File: config.mk
export PLATFORM = sky130hd
export DESIGN_NAME = hazard_forward_unit
export DESIGN_NICKNAME = d
export VERILOG_FILES = /design/src/rtl/osiris_pkg.sv /design/src/rtl/forward_sel.sv /design/src/rtl/hazard_forward_unit.sv
export SDC_FILE = /design/constraint.sdc
export NUM_CORES = 1
export LEC_CHECK = 0
export CORE_ASPECT_RATIO = 1.4
export CORE_MARGIN = 5
export CORE_UTILIZATION = 40
export DETAILED_ROUTE_END_ITERATION = 16
export PLACE_DENSITY = 0.58
export SKIP_CTS_REPAIR_TIMING = 1
export SLEW_MARGIN = 20
export SYNTH_ARGS = -nofsm -noshare
export SYNTH_HDL_FRONTEND = slang
export SYNTH_SLANG_ARGS = --single-unit
File: constraint.sdc
create_clock -name i_clk -period 2.3 [get_ports i_clk]
set_input_delay 0.23 -clock i_clk [delete_from_list [all_inputs] [get_ports i_clk]]
set_output_delay 0.23 -clock i_clk [all_outputs]
set_load 0.05 [all_outputs]
File: src/rtl/osiris_pkg.sv
// Shared types and constants for the Osiris I hazard/forwarding logic.
package osiris_pkg;

    // Operand mux select encoding, matching the existing 3:1 EX operand mux.
    localparam logic [1:0] FWD_RF  = 2'b00;
    localparam logic [1:0] FWD_WB  = 2'b01;
    localparam logic [1:0] FWD_MEM = 2'b10;

    typedef enum logic [0:0] {
        ST_RUN      = 1'b0,
        ST_MEM_WAIT = 1'b1
    } hz_state_e;

    // Register-usage shadow of the EX stage.
    typedef struct packed {
        logic       valid;
        logic [4:0] rs1;
        logic [4:0] rs2;
        logic [4:0] rd;
        logic       we;
        logic       ld;
        logic       st;
    } ex_slot_t;

    // Register-usage shadow of the MEM stage.
    typedef struct packed {
        logic       valid;
        logic [4:0] rd;
        logic       we;
        logic       ld;
        logic       st;
    } mem_slot_t;

    // Register-usage shadow of the WB stage.
    typedef struct packed {
        logic       valid;
        logic [4:0] rd;
        logic       we;
    } wb_slot_t;

    // A bubble carries all-zero register fields so it never matches anything.
    localparam ex_slot_t EX_BUBBLE = '0;

endpackage

File: src/rtl/forward_sel.sv
// Forwarding select for one EX operand: MEM ALU result beats WB result beats regfile.
module forward_sel
    import osiris_pkg::*;
(
    input  logic [4:0] ex_rs_i,
    input  logic       mem_valid_i,
    input  logic       mem_we_i,
    input  logic       mem_ld_i,
    input  logic [4:0] mem_rd_i,
    input  logic       wb_valid_i,
    input  logic       wb_we_i,
    input  logic [4:0] wb_rd_i,
    output logic [1:0] sel_o
);

    logic mem_hit_s;
    logic wb_hit_s;

    // Match producers against the operand; a load in MEM has no data yet, x0 never forwards.
    always_comb begin
        mem_hit_s = mem_valid_i & mem_we_i & ~mem_ld_i &
                    (mem_rd_i != 5'd0) & (mem_rd_i == ex_rs_i);
        wb_hit_s  = wb_valid_i & wb_we_i &
                    (wb_rd_i != 5'd0) & (wb_rd_i == ex_rs_i);
        if (mem_hit_s) begin
            sel_o = FWD_MEM;
        end else if (wb_hit_s) begin
            sel_o = FWD_WB;
        end else begin
            sel_o = FWD_RF;
        end
    end

endmodule

File: src/rtl/hazard_forward_unit.sv
// Hazard detection, operand forwarding and pipeline stall/flush/freeze control
// for the Osiris I five-stage RV32I core.
module hazard_forward_unit
    import osiris_pkg::*;
#(
    parameter int WAIT_MAX = 16
) (
    input  logic       i_clk,
    input  logic       i_rst,
    input  logic       i_id_valid,
    input  logic [4:0] i_id_rs1,
    input  logic [4:0] i_id_rs2,
    input  logic [4:0] i_id_rd,
    input  logic       i_id_reg_write,
    input  logic       i_id_mem_read,
    input  logic       i_id_mem_write,
    input  logic       i_branch_taken,
    input  logic       i_dmem_ready,
    output logic [1:0] o_fwd_a,
    output logic [1:0] o_fwd_b,
    output logic       o_stall_if,
    output logic       o_stall_id,
    output logic       o_flush_id,
    output logic       o_flush_ex,
    output logic       o_freeze,
    output logic       o_mem_timeout
);

    localparam int            CW      = $clog2(WAIT_MAX + 1);
    localparam logic [CW-1:0] CNT_MAX = CW'(WAIT_MAX);
    localparam logic [CW-1:0] CNT_PRE = CW'(WAIT_MAX - 1);

    ex_slot_t      ex_q,  ex_d;
    mem_slot_t     mem_q, mem_d;
    wb_slot_t      wb_q,  wb_d;
    hz_state_e     state_q, state_d;
    logic [CW-1:0] cnt_q, cnt_d;

    logic       mem_busy_s;
    logic       load_use_s;
    logic       flush_id_s;
    logic       flush_ex_s;
    logic       stall_s;
    logic       timeout_s;
    logic [1:0] fwd_a_s;
    logic [1:0] fwd_b_s;

    forward_sel u_fwd_a (
        .ex_rs_i     (ex_q.rs1),
        .mem_valid_i (mem_q.valid),
        .mem_we_i    (mem_q.we),
        .mem_ld_i    (mem_q.ld),
        .mem_rd_i    (mem_q.rd),
        .wb_valid_i  (wb_q.valid),
        .wb_we_i     (wb_q.we),
        .wb_rd_i     (wb_q.rd),
        .sel_o       (fwd_a_s)
    );

    forward_sel u_fwd_b (
        .ex_rs_i     (ex_q.rs2),
        .mem_valid_i (mem_q.valid),
        .mem_we_i    (mem_q.we),
        .mem_ld_i    (mem_q.ld),
        .mem_rd_i    (mem_q.rd),
        .wb_valid_i  (wb_q.valid),
        .wb_we_i     (wb_q.we),
        .wb_rd_i     (wb_q.rd),
        .sel_o       (fwd_b_s)
    );

    // Hazard conditions, resolved in priority order freeze > branch flush > load-use stall.
    always_comb begin
        mem_busy_s = mem_q.valid & (mem_q.ld | mem_q.st) & ~i_dmem_ready;
        load_use_s = ex_q.valid & ex_q.ld & ex_q.we & (ex_q.rd != 5'd0) & i_id_valid &
                     ((ex_q.rd == i_id_rs1) | (ex_q.rd == i_id_rs2));
        flush_id_s = ~mem_busy_s & i_branch_taken;
        flush_ex_s = ~mem_busy_s & (i_branch_taken | load_use_s);
        stall_s    = ~mem_busy_s & ~i_branch_taken & load_use_s;
    end

    // Shadow slot advance: hold everything while frozen, otherwise shift and inject ID or a bubble.
    always_comb begin
        if (mem_busy_s) begin
            ex_d  = ex_q;
            mem_d = mem_q;
            wb_d  = wb_q;
        end else begin
            wb_d.valid  = mem_q.valid;
            wb_d.rd     = mem_q.rd;
            wb_d.we     = mem_q.we;
            mem_d.valid = ex_q.valid;
            mem_d.rd    = ex_q.rd;
            mem_d.we    = ex_q.we;
            mem_d.ld    = ex_q.ld;
            mem_d.st    = ex_q.st;
            if (flush_ex_s || !i_id_valid) begin
                ex_d = EX_BUBBLE;
            end else begin
                ex_d.valid = 1'b1;
                ex_d.rs1   = i_id_rs1;
                ex_d.rs2   = i_id_rs2;
                ex_d.rd    = i_id_rd;
                ex_d.we    = i_id_reg_write;
                ex_d.ld    = i_id_mem_read;
                ex_d.st    = i_id_mem_write;
            end
        end
    end

    // Memory-wait FSM next state.
    always_comb begin
        case (state_q)
            ST_RUN:      state_d = mem_busy_s   ? ST_MEM_WAIT : ST_RUN;
            ST_MEM_WAIT: state_d = i_dmem_ready ? ST_RUN      : ST_MEM_WAIT;
            default:     state_d = ST_RUN;
        endcase
    end

    // Wait counter: zero in RUN, counts MEM_WAIT cycles and sticks at WAIT_MAX.
    always_comb begin
        case (state_q)
            ST_RUN:      cnt_d = {CW{1'b0}};
            ST_MEM_WAIT: cnt_d = (cnt_q == CNT_MAX) ? cnt_q : cnt_q + {{(CW-1){1'b0}}, 1'b1};
            default:     cnt_d = {CW{1'b0}};
        endcase
    end

    // State register for the shadow slots, FSM and wait counter.
    always_ff @(posedge i_clk) begin
        if (i_rst) begin
            ex_q    <= EX_BUBBLE;
            mem_q   <= '0;
            wb_q    <= '0;
            state_q <= ST_RUN;
            cnt_q   <= {CW{1'b0}};
        end else begin
            ex_q    <= ex_d;
            mem_q   <= mem_d;
            wb_q    <= wb_d;
            state_q <= state_d;
            cnt_q   <= cnt_d;
        end
    end

    // Control outputs; the timeout fires on the wait cycle that brings the count to WAIT_MAX.
    always_comb begin
        timeout_s = (state_q == ST_MEM_WAIT) & mem_busy_s & (cnt_q == CNT_PRE);
        if (i_rst) begin
            o_fwd_a       = FWD_RF;
            o_fwd_b       = FWD_RF;
            o_stall_if    = 1'b0;
            o_stall_id    = 1'b0;
            o_flush_id    = 1'b0;
            o_flush_ex    = 1'b0;
            o_freeze      = 1'b0;
            o_mem_timeout = 1'b0;
        end else begin
            o_fwd_a       = fwd_a_s;
            o_fwd_b       = fwd_b_s;
            o_stall_if    = stall_s;
            o_stall_id    = stall_s;
            o_flush_id    = flush_id_s;
            o_flush_ex    = flush_ex_s;
            o_freeze      = mem_busy_s;
            o_mem_timeout = timeout_s;
        end
    end

endmodule

Word level (Yosys, flattened, before mapping). Cells that the tools add are included.

Equal/unequal tests: 9. $add $sub $neg: 1. Reduce and logical (&&, ||, !) cells: 5. Muxes and demuxes: 17. Bitwise logic cells: 30.

Operator list (number): 5-bit equality test (6); 1-bit AND (22); 19-bit two-way mux (1); 5-bit nonzero test (3); 5-bit one-hot mux with 2 select lines (1); 1-bit two-way mux (9); 2-bit two-way mux (4); 5-bit by 1-bit adder with 5-bit output (second input constant) (1); 5-bit by 4-bit equality test with 1-bit output (second input constant) (1); 5-bit equality test (second input constant) (1); 5-bit two-way mux (1); 1-bit NOT (5); 1-bit bitwise OR (3); 2-bit != test (second input constant) (1); 1-bit one-hot mux with 2 select lines (1); 1-bit zero test (1); 1-bit logical OR (1).

Flip-flop bits (word level): 41. Bits of input ports: 23. Logic and storage cells: 79. Output and inout port bits: 10.

Longest topological paths before layout. Gate-level depths: netlist of the first run.

Depth after elaboration: 9. Gate-level depth with buffers: 6. Mapped depth without buffers: 6.

Cells and area by module. From an unflattened synthesis of the first run, not the netlist that was laid out.

Cell total of the unflattened synthesis: 263. Area, all modules: 2263.4 µm².

By module, submodules not included: hazard_forward_unit (cells an instance 221, area each 1928.1 µm², seq. area each 820.8 µm², times used 1); forward_sel (cells an instance 21, area each 167.7 µm², seq. area each 0.0 µm², times used 2).

Worst setup path before layout of the first run. OpenSTA, ideal clock, no wires.

Path kind: reg-to-output. From: register mem_q[0] in the netlist's numbering. To: output port o_stall_if. Required time: 2.070 ns. Path slack: -0.474 ns. Data arrival time: 2.544 ns. Stages on the path, launching flop included: 6. Buffers on the path: 1. Cells stage by stage: dfxtp_1 -> o21bai_1 -> nor2_1 -> or3_1 -> nor3b_1 -> buf_4.

Longest elaborated chain between the ends: 7.

RTL lines: from (decl) (line hazard_forward_unit.sv:34) `mem_slot_t mem_q, mem_d;`; from (signal assigned) (line hazard_forward_unit.sv:139) `mem_q <= mem_d;`; 1-bit bitwise OR (line hazard_forward_unit.sv:74) `mem_busy_s = mem_q.valid & (mem_q.ld | mem_q.st) & ~i_dmem_ready;`; 1-bit AND (2 in series) (line hazard_forward_unit.sv:74); 1-bit NOT (line hazard_forward_unit.sv:79) `stall_s = ~mem_busy_s & ~i_branch_taken & load_use_s;`; 1-bit AND (2 in series) (line hazard_forward_unit.sv:79); 1-bit two-way mux; to (decl) (line hazard_forward_unit.sv:21) `output logic o_stall_if,`.

Every way passes these cells.

Final worst setup path of the first run.
From: register ex_q[3] in the netlist's numbering. To: output port o_flush_ex.

Longest elaborated chain between the ends: 7. Elaborated cells between the ends (all ways): 10. Those cells by class: eq/ne: 2; mux: 1; bitwise: 6; reduce/logical: 1.

RTL lines: from (decl) (line hazard_forward_unit.sv:33) `ex_slot_t ex_q, ex_d;`; from (signal assigned) (line hazard_forward_unit.sv:132) `ex_q <= EX_BUBBLE;`; from (signal assigned) (line hazard_forward_unit.sv:138) `ex_q <= ex_d;`; 5-bit nonzero test (line hazard_forward_unit.sv:75) `load_use_s = ex_q.valid & ex_q.ld & ex_q.we & (ex_q.rd != 5'd0) & i_id_valid &`; 1-bit AND (2 in series) (line hazard_forward_unit.sv:75); 1-bit AND (*) (line hazard_forward_unit.sv:75); 1-bit bitwise OR (*) (line hazard_forward_unit.sv:78) `flush_ex_s = ~mem_busy_s & (i_branch_taken | load_use_s);`; 1-bit AND (*) (line hazard_forward_unit.sv:78); 1-bit two-way mux (*) (line hazard_forward_unit.sv:149) `if (i_rst) begin`; to (decl) (line hazard_forward_unit.sv:24) `output logic o_flush_ex,`.

Every way passes the cells marked *; elsewhere a longest branch is shown, timed or not.

==> flow_summary_export.csv, run 1 <==
group,metric,value,unit
sta,whs,0.457,ns
global_route,grt_usage,0.161,
cells_and_area,final_design_area_no_fill,2810,µm²
logic_synthesis,synth_edf_count,0,
die,rows,31,
logic_synthesis,ys_seq_area_frac,0.383,
sta,max_freq,458,MHz
logic_synthesis,netlist_area,2140,µm²
cts,root_buffer,"clkbuf_8",
logic_synthesis,synth-simple-area-share,0.190,
drt,first_iter_violations,159,
logic_synthesis,synth_top_flop_cell,"dfxtp_1",
logic_synthesis,synth-xor-area-share,0.135,
sta,fin_crit,2.18,ns
logic_synthesis,ys_async_sr_fraction,0,
logic_synthesis,ys_seq_elements,41,
cells_and_area,mostFrequentLayoutCells,"51 x nand2_1, 40 x dfxtp_1, 22 x xnor2_1, 22 x clkdlybuf4s50_1, 18 x a32oi_1",
cts,clock_sinks,41,
critical_path,r2r_slack,0.47,ns
drt,dr.pass1.iters,4,
logic_synthesis,yosysWarnings,0,
hold_path,worstHoldStart,"wb_q[0]$_SDFFE_PP0N_",
placement,io_buffers,32,
run_status,outcome,"complete, no violations",
cts,clk_pin_slew,0.08,ns
cells_and_area,area_delta_synth_final,31.4,%
global_route,grt_use_met3,0.0321,
sta,finalSetupViolCount,0,
cts,clock_latency,0.29,ns
sta,rsz0062_at_grt,"no",
global_route,grt_use_met2,0.273,
global_route,grt_pass1_wl,8670,µm
sta,finalWorstSetupSlack,0.116,ns
critical_path,end_kind,"primary output",
hold_path,hp-class,"flip-flop to flip-flop",
logic_synthesis,synthAdderAreaFrac,0.0175,
logic_synthesis,synthCells,255,
placement,placed_cell_area,2630,µm²
global_route,met1_usage,0.199,
sta,fin_crit_sh,0.950,
die,die_w,71.8,µm
sta,final_max_slew_viol_count,0,
critical_path,reg2reg_from,"ex_q[3]$_SDFFE_PP0N_",
global_route,grt_pass1_vias,1754,
cells_and_area,layout_commonest_cell,"nand2_1",
critical_path,reg2reg_to,"ex_q[3]$_SDFFE_PP0N_",
critical_path,cp-start-kind,"flip-flop",
cts,cts_buffers,5,
drt,totalWireLength,5140,µm
die,start_util,0.412,
placement,pre_cts_ws,0.177,ns
cts,htree_levels,2,
drt,num_vias,1871,
cells_and_area,num_antenna_cells,0,
placement,routabilityCongestion,0.782,
critical_path,path_class,"flip-flop to primary output",
critical_path,worstPathRequired,2.07,ns
drt,vias_per_cell,5.26,
pwr,ir_worst_vdd,0.390,mV
cts,cts_tree,"done",
global_route,grt_start_max_net_pins,39,
logic_synthesis,ys_types,37,
critical_path,cp.arrival,1.95,ns
die,core_area,5200,µm²
cts,clk_path_buf_depth,2,
critical_path,crit_fanout,5,
die,die_y,96.6,µm
drt,wl_per_cell,14.4,µm
drt,drc,0,
job,max-cap-violations,0,
logic_synthesis,synth_top_family_by_area,"compound AO/OA/AOI/OAI gates",
cells_and_area,fin_cells,356,
cells_and_area,nNetsFinal,315,
hold_path,hold_end,"wb_q[0]$_SDFFE_PP0N_",
pwr,powerDensity,556,nW/µm²
pwr,power_leakage,1.01,nW
placement,dp_hpwl,3730,µm
sta,setup_tns,0,ns
sta,finClkSkew,0.00450,ns
cells_and_area,drive_gt1_frac,0.159,
global_route,antenna_found_initial,0,
sta,slew-limit-headroom,0.626,
logic_synthesis,synthesis.nets,281,
drt,ant_nets,0,
logic_synthesis,synth_compound_area_frac,0.209,
logic_synthesis,muxShareOfSynthArea,0.00467,
hold_path,whs_path_depth,2,
sta,hold_viol,0,
global_route,grt.busiest_layer,"met2",
critical_path,r2r_cells,6,
sta,worst_slew_pin_slew,0.557,ns
die,die_area,6940,µm²
placement,dp_cells,345,
die,ios,33,
logic_synthesis,avgSynthCellArea,8.40,µm²
global_route,grt_overflow,0,
## worst max-delay path by stage
| stage | from | to | slack, ns |
|---|---|---|---|
| finish | ex_q[3]$_SDFFE_PP0N_ | o_flush_ex | 0.12 |
| global route | mem_q[5]$_SDFFE_PP0N_ | o_fwd_b[0] | 0.01 |
| CTS | mem_q[4]$_SDFFE_PP0N_ | o_fwd_b[0] | -0.005 |
| detailed placement | i_dmem_ready | o_stall_id | 0.18 |
| global placement | i_dmem_ready | o_stall_id | 0.16 |
| floorplan | mem_q[0]$_SDFFE_PP0N_ | o_stall_if | 0.08 |
## cell usage after synthesis, types with 2 or more instances
library cell  number  area share
nand2_1           51       0.089
dfxtp_1           41        0.38
xnor2_1           22       0.090
a32oi_1           18       0.074
a21oi_1           16       0.037
o21ai_1           14       0.033
xor2_1            11       0.045
nor2_1             9       0.016
nor3_1             9       0.021
inv_1              7       0.012
nand3_1            7       0.016
o21ai_2            6       0.025
buf_2              5       0.012
clkbuf_1           4      0.0070
buf_4              3       0.011
buf_6              3       0.016
ha_1               3       0.018
or4_1              3       0.011
and3_1             2      0.0058
nand2b_1           2      0.0058
nor2b_1            2      0.0058
nor4_1             2      0.0058
## flip-flops by register name, summed over array words and instances (netlist names)
name,cells
ex_q,19
state_q,1
wb_q,7
cnt_q,5
mem_q,9
## worst max-delay path, cell delays in order, from the launching register on
cell and delay [ns]:
dfxtp_1 0.38, or4_1 0.61, o21ai_4 0.21, nor3_1 0.06, a22o_1 0.24, buf_12 0.16
## through the flow
stage | total power (W) | util
after floorplan | 0.000898 | -
after global placement | 0.000981 | 0.505
after detailed placement | 0.000982 | 0.505
after CTS | 0.00157 | 0.527
after global routing | 0.00163 | 0.541
final | 0.00156 | 0.541
## final cells by class
type	instances	area (µm²)
Clock buffer	5	68.8
Clock inverter	3	46.3
Fill cell	506	2380
Inverter	8	30.0
Multi-Input combinational cell	190	1260
Sequential cell	41	822
Tap cell	66	82.6
Timing Repair Buffer	43	503
## cell families (layout without fill, tap and decap cells)
| kind of cell | count (synthesis) | after routing |
|---|---|---|
| xor+xnor | 33 | 33 |
| flops | 41 | 41 |
| simple gates | 91 | 91 |
| fa+ha+maj | 3 | 3 |
| mux | 1 | 1 |
| buf+inv | 24 | 59 |
| compound gates | 62 | 62 |
## routing by layer
layer  share of wire  vias up
met3           0.039        5
met4           0.014        0
li1                -      959
met5               0        -
met1            0.46      864
met2            0.49       43
## where the power goes
group / internal (W) / switching, W / total [W]
sequential: 0.000736 / 0.0000372 / 0.000773
combinational: 0.000107 / 0.0000965 / 0.000203
clock: 0.000325 / 0.000262 / 0.000587
total: 0.00117 / 0.000396 / 0.00156
No activity file was read; power rests on OpenSTA's default activity.
==> run 2: changes to the inputs <==
--- a/config.mk
+++ b/config.mk
@@ -9,7 +9,9 @@
 export CORE_MARGIN = 5
 export CORE_UTILIZATION = 40
 export DETAILED_ROUTE_END_ITERATION = 16
+export GPL_ROUTABILITY_DRIVEN = 0
 export PLACE_DENSITY = 0.58
+export REMOVE_ABC_BUFFERS = 1
 export SKIP_CTS_REPAIR_TIMING = 1
 export SLEW_MARGIN = 20
 export SYNTH_ARGS = -nofsm -noshare
==> flow_summary_export.csv, run 2 (synthesis results as in run 1) <==
group,metric,value,unit
pwr,pwr-share-comb,0.126,
pwr,powerDensity,567,nW/µm²
cts,clk_pin_slew,0.09,ns
sta,finClkSkew,0.00832,ns
cts,htree_levels,2,
global_route,grt_pass1_vias,1694,
drt,wl_met3,138,µm
job,max-cap-violations,0,
sta,max_freq,459,MHz
drt,drc,0,
cells_and_area,layout_commonest_cell,"nand2_1",
hold_path,worstHoldStart,"wb_q[0]$_SDFFE_PP0N_",
critical_path,reg2reg_to,"ex_q[8]$_SDFFE_PP0N_",
drt,num_vias,1835,
cells_and_area,nNetsFinal,313,
die,die_w,71.8,µm
cells_and_area,mostFrequentLayoutCells,"51 x nand2_1, 41 x dfxtp_1, 22 x xnor2_1, 22 x clkdlybuf4s50_1, 18 x a32oi_1",
critical_path,crit_slowest_cell,"or4_1",
drt,ant_nets,0,
critical_path,r2r_slack,0.61,ns
critical_path,end_kind,"primary output",
critical_path,crit_buf_inv,1,
sta,fin_crit,2.18,ns
cells_and_area,largest_reg_flops,19,
sta,setup_tns,0,ns
cts,clk_path_buf_depth,2,
global_route,antenna_found_initial,0,
die,ios,33,
cells_and_area,reg_top3,"ex_q x19, mem_q x9, wb_q x7",
pwr,power,0.00156,W
critical_path,cpPeakStageDelay,0.55,ns
hold_path,hold_end,"wb_q[0]$_SDFFE_PP0N_",
cts,clock_latency,0.30,ns
drt,routed.top_layer,"met4",
critical_path,path_delay_family,"simple AND/OR/NAND/NOR gates",
cells_and_area,area_delta_synth_final,28.3,%
placement,dp_hpwl,3860,µm
global_route,grt_usage,0.153,
die,die_y,96.6,µm
run_status,outcome,"complete, no violations",
critical_path,path_cells,"or4_1 > o2111ai_2 > nor4_1 > nor3_2 > buf_12",
cells_and_area,drive_gt1_frac,0.139,
sta,worst_slew_pin_slew,0.546,ns
cells_and_area,fillers,511,
drt,totalWireLength,5140,µm
critical_path,crit_fanout,5,
placement,pre_cts_ws,0.256,ns
pwr,switching_share,0.252,
critical_path,path_class,"flip-flop to primary output",
sta,hold_viol,0,
die,core_area,5200,µm²
cells_and_area,num_antenna_cells,0,
drt,met1Wirelength,2300,µm
hold_path,hp-class,"flip-flop to flip-flop",
critical_path,worstPathRequired,2.07,ns
die,start_util,0.412,
pwr,ir_worst_vdd,0.315,mV
global_route,grt_pass1_wl,8310,µm
sta,rsz0062_at_grt,"yes",
placement,io_buffers,32,
sta,finalSetupViolCount,0,
drt,vias_per_cell,5.18,
cts,cts_tree,"done",
cells_and_area,fin_cells,354,
global_route,grt_start_max_net_pins,39,
pwr,seq_power_share,0.495,
die,rows,31,
global_route,grt_overflow,0,
die,die_area,6940,µm²
placement,dp_cells,346,
cts,root_buffer,"clkbuf_8",
cts,clock_sinks,41,
pwr,power.switching,0.000393,W
sta,slew-limit-headroom,0.633,
cells_and_area,largest-register,"ex_q",
pwr,p_int,0.00117,W
pwr,clockPowerShare,0.378,
cells_and_area,finish.utilization,0.529,
cts,cts_buffers,5,
pwr,power_leakage,0.983,nW
critical_path,r2r_cells,5,
drt,wl_met2,2630,µm
sta,finalWorstSetupSlack,0.122,ns
critical_path,reg2reg_from,"ex_q[3]$_SDFFE_PP0N_",
critical_path,cp.arrival,1.95,ns
sta,fin_crit_sh,0.947,
drt,first_iter_violations,94,
critical_path,cp-start-kind,"flip-flop",
sta,final_max_slew_viol_count,0,
drt,wl_per_cell,14.5,µm
hold_path,whs_path_depth,2,
drt,dr.pass1.iters,4,
-- run 2: layout make-up --
type | instances | area, µm² | area share
Tap cell | 66 | 82.6 | 0.0300
Multi-Input combinational cell | 190 | 1210 | 0.441
Clock inverter | 3 | 46.3 | 0.0168
Clock buffer | 5 | 68.8 | 0.0250
Inverter | 8 | 30.0 | 0.0109
Timing Repair Buffer | 41 | 488 | 0.178
Sequential cell | 41 | 821 | 0.299
-- run 2: how the worst max path moves through the flow --
stage / slack, ns / end / start / depth (start not counted)
finish: 0.12 / o_fwd_b[0] / mem_q[4]$_SDFFE_PP0N_ / 5
global route: -0.003 / o_fwd_a[1] / mem_q[6]$_SDFFE_PP0N_ / 5
CTS: 0.008 / o_fwd_a[0] / mem_q[4]$_SDFFE_PP0N_ / 5
global placement: 0.26 / o_stall_id / i_dmem_ready / 7
floorplan: -1.84 / o_stall_id / ex_q[7]$_SDFFE_PP0N_ / 4
detailed placement: 0.26 / o_stall_id / i_dmem_ready / 7
-- run 2: worst register-to-register path, stage by stage (launching register included) --
cell and delay, ns:
dfxtp_1 0.38, or4_1 0.58, o21ai_2 0.18, buf_4 0.27, a32oi_1 0.16, o21ai_2 0.07
-- run 2: metal layers --
layer	global-route usage	up-vias
li1	-	952
met1	0.191	849
met2	0.265	29
met3	0.0280	5
met4	0.0533	0
met5	0	-
-- run 2: power groups by stage --
| stage | Combinational, W | Sequential (W) | Clock, W |
|---|---|---|---|
| after global routing | 0.000216 | 0.000777 | 0.000635 |
| final | 0.000197 | 0.000772 | 0.000590 |
| after global placement | 0.000196 | 0.000788 | 0 |
| after detailed placement | 0.000197 | 0.000789 | 0 |
| after floorplan | 0.000107 | 0.000777 | 0 |
| after CTS | 0.000198 | 0.000772 | 0.000604 |
-- run 2: through the flow --
step	cell area, µm²	hold slack [ns]
after global routing	2750	0.492
after floorplan	2040	0.299
after global placement	2620	0.444
after CTS	2740	0.466
final	2750	0.463
after detailed placement	2620	0.453
==> run 3: changes to the inputs <==
--- a/config.mk
+++ b/config.mk
@@ -8,6 +8,7 @@
 export CORE_ASPECT_RATIO = 1.4
 export CORE_MARGIN = 5
 export CORE_UTILIZATION = 40
+export CTS_CLUSTER_SIZE = 8
 export DETAILED_ROUTE_END_ITERATION = 16
 export GPL_ROUTABILITY_DRIVEN = 0
 export PLACE_DENSITY = 0.58
==> results of run 3 <==
The final DEF is identical to that of run 2; final timing and power are the same.
==> edit (flow settings as in run 2) <==
Set the parameter `WAIT_MAX` to 32 (it was 16).
--- a/src/rtl/hazard_forward_unit.sv
+++ b/src/rtl/hazard_forward_unit.sv
@@ -4,5 +4,5 @@
     import osiris_pkg::*;
 #(
-    parameter int WAIT_MAX = 16
+    parameter int WAIT_MAX = 32
 ) (
     input  logic       i_clk,
Check against the original RTL: same outputs for any inputs over 10 cycles, from zero or initial values and one cycle with i_rst high; that may be too few to reach the edited logic, so the function may still have changed.
==> edit against run 2 <==
Sequential cell count grew 1. Design area grew 2.5%. Worst setup slack lost 28 ps. Utilization shrank 1.5 points. Wire length grew 3.2%. Total power grew 0.51%. Critical path depth is the same. Clock skew shrank 1.7 ps. Combinational power is essentially flat. Synthesized area grew 4.2%. Register-to-register slack is essentially flat. Final cell count grew 1.4%. Highest routed layer unchanged. Worst hold slack lost 8.8 ps.
==> edit: results (changes against run 2) <==
INFO  placed_design  detailedPlace.worstSlack=240ps [-16.1 ps]
INFO  placed_design  hpwl=3880um [+0.52%]
INFO  global_route   pin_count_of_the_biggest_net_entering_global_routing=39 [unchanged]
INFO  global_route   grt_first_pass_wirelength=8860um [+6.6%]
INFO  logic_synthesis ys.warnings.count=0 [unchanged]
INFO  clock_network  clock_path_buffers=2 [unchanged]
INFO  drt            drc_errors=0 [unchanged]
INFO  cells_and_area flow.area_growth_from_synthesis=26.2%
INFO  cells_and_area antenna_cells=0 [unchanged]
INFO  global_route   number_of_global_route_vias_before_repair=1820 [+7.4%]
INFO  sta            setup_viol_count_final=0 [unchanged]
INFO  clock_network  tritoncts.num_buffers=5 [unchanged]
INFO  logic_synthesis postSynth.asyncResetShare=0% [unchanged]
INFO  drt            route.vias.total=1899 [+3.5%]
INFO  cells_and_area nets=315 [+0.64%]
INFO  placed_design  numPortBuffers=32 [unchanged]
INFO  logic_synthesis syn_avg_cell_area=8.65um^2 [+3.0%]
INFO  drt            routedWlPerCell=14.8um [+1.7%]
INFO  global_route   antenna_found_initial=0 [unchanged]
INFO  cells_and_area largestRegisters=ex_q (19), mem_q (9), wb_q (7)
INFO  worst_setup_path crit_fanout=5 [unchanged]
INFO  clock_network  cts-root-buf=clkbuf_8
INFO  logic_synthesis yosys-top-cells-count=nand2_1, dfxtp_1, xnor2_1
INFO  clock_network  cts.clk_slew.worst_paths=80ps
INFO  clock_network  clock_latency=300ps [about the same]
INFO  global_route   grt_usage=15.8% [+0.41 points]
INFO  placed_design  placed_cells_incl_taps=351 [+1.4%]
INFO  pwr            total_leakage_power=0.000997uW [+1.5%]
INFO  cells_and_area fillCellCount=528 [+3.3%]
INFO  sta            least_margin_pin_slew=484ps [-61.5 ps]
INFO  logic_synthesis synthFlopType=dfxtp_1
INFO  worst_setup_path critical_path_arrival=1980ps [+30 ps]
INFO  clock_network  number_of_h_tree_branching_levels=2 [unchanged]
INFO  pwr            power.ir.vdd_worst=0.000318V [+0.94%]
INFO  drt            via_per_inst=5.29 [+2.0%]
INFO  flow_run       max_cap_viol_count=0 [unchanged]
INFO  outcome        outcome=finished clean
INFO  drt            first_iteration_detailed_routing_drc_count=100 [+6.4%]
INFO  logic_synthesis ys_top_cells_by_area=dfxtp_1, xnor2_1, nand2_1, o21ai_2, a32oi_1
INFO  placed_design  placed_cell_area=2700um^2 [+3.0%]
INFO  cells_and_area fraction_of_final_layout_cells_with_drive_strength_greater_than_1=17.9% [+4.0 points]
INFO  sta            fin_skew=6.63ps [-1.69 ps]
INFO  logic_synthesis yosysSeqAreaShare=37.7% [-0.65 points]
INFO  pwr            sw_frac_of_total=24.6% [-0.60 points]
INFO  logic_synthesis synth.lib_cells_used.distinct=38 [+2.7%]
INFO  min_path       path_category_of_the_worst_min_delay_check=flip-flop to flip-flop
INFO  drt            drt_first_pass_iters=4 [unchanged]
==> edit: cell count changes in the layout (fill, tap and decap cells not counted), moves of 2 or more <==
cell,before,now
o21ai_1,14,2
nor2_1,9,11
o21ai_2,6,19
inv_1,7,5
==> edit: final timing paths <==
kind           endpoint  startpoint  cells past startpoint  slack (ps)
max          o_fwd_a[0]    mem_q[5]                      5          90
min             wb_q[0]     wb_q[0]                      2         450
max reg2reg    ex_q[11]     ex_q[3]                      5         610
min reg2reg     wb_q[0]     wb_q[0]                      2         450
==> edit: power groups by stage <==
stage               Sequential [uW]  Clock (uW)  Combinational (uW)
finish                          791         579                 197
global route                    795         625                 217
CTS                             791         596                 198
detailed placement              808           0                 197
global placement                808           0                 196
floorplan                       795           0                 115
==> edit: cell type report <==
| cell class | instances | share of cell area, % |
|---|---|---|
| clock buffer | 6 | 2.58 |
| inverter | 6 | 0.799 |
| timing repair buffer | 41 | 16.9 |
| sequential | 42 | 29.8 |
| multi-input combinational | 194 | 45.6 |
| tap | 68 | 3.02 |
| clock inverter | 2 | 1.33 |
==> edit: critical path: stages, from the launching register on <==
cell	delay, ps
dfxtp_1	380
or4_1	530
o2111ai_2	200
nor4_1	110
nor3_1	280
buf_12	180
==> edit: cell families after synthesis <==
| group | share of synthesized area, % |
|---|---|
| and+or+nand+nor | 19.5 |
| DFF | 37.7 |
| muxes | 0.448 |
| adders and majority gates | 1.12 |
| AOI/OAI and AO/OA | 22.0 |
| xor gates and xnor gates | 13.7 |
| buffers and inverters | 5.55 |
==> edit: per-layer routing <==
layer | GRT usage [%] | vias up | share of wire, %
met5 | 0 | - | 0
met4 | 5.26 | 0 | 1.0
met3 | 4.02 | 4 | 3.6
met2 | 26.8 | 33 | 53
met1 | 18.8 | 888 | 42
li1 | - | 974 | -
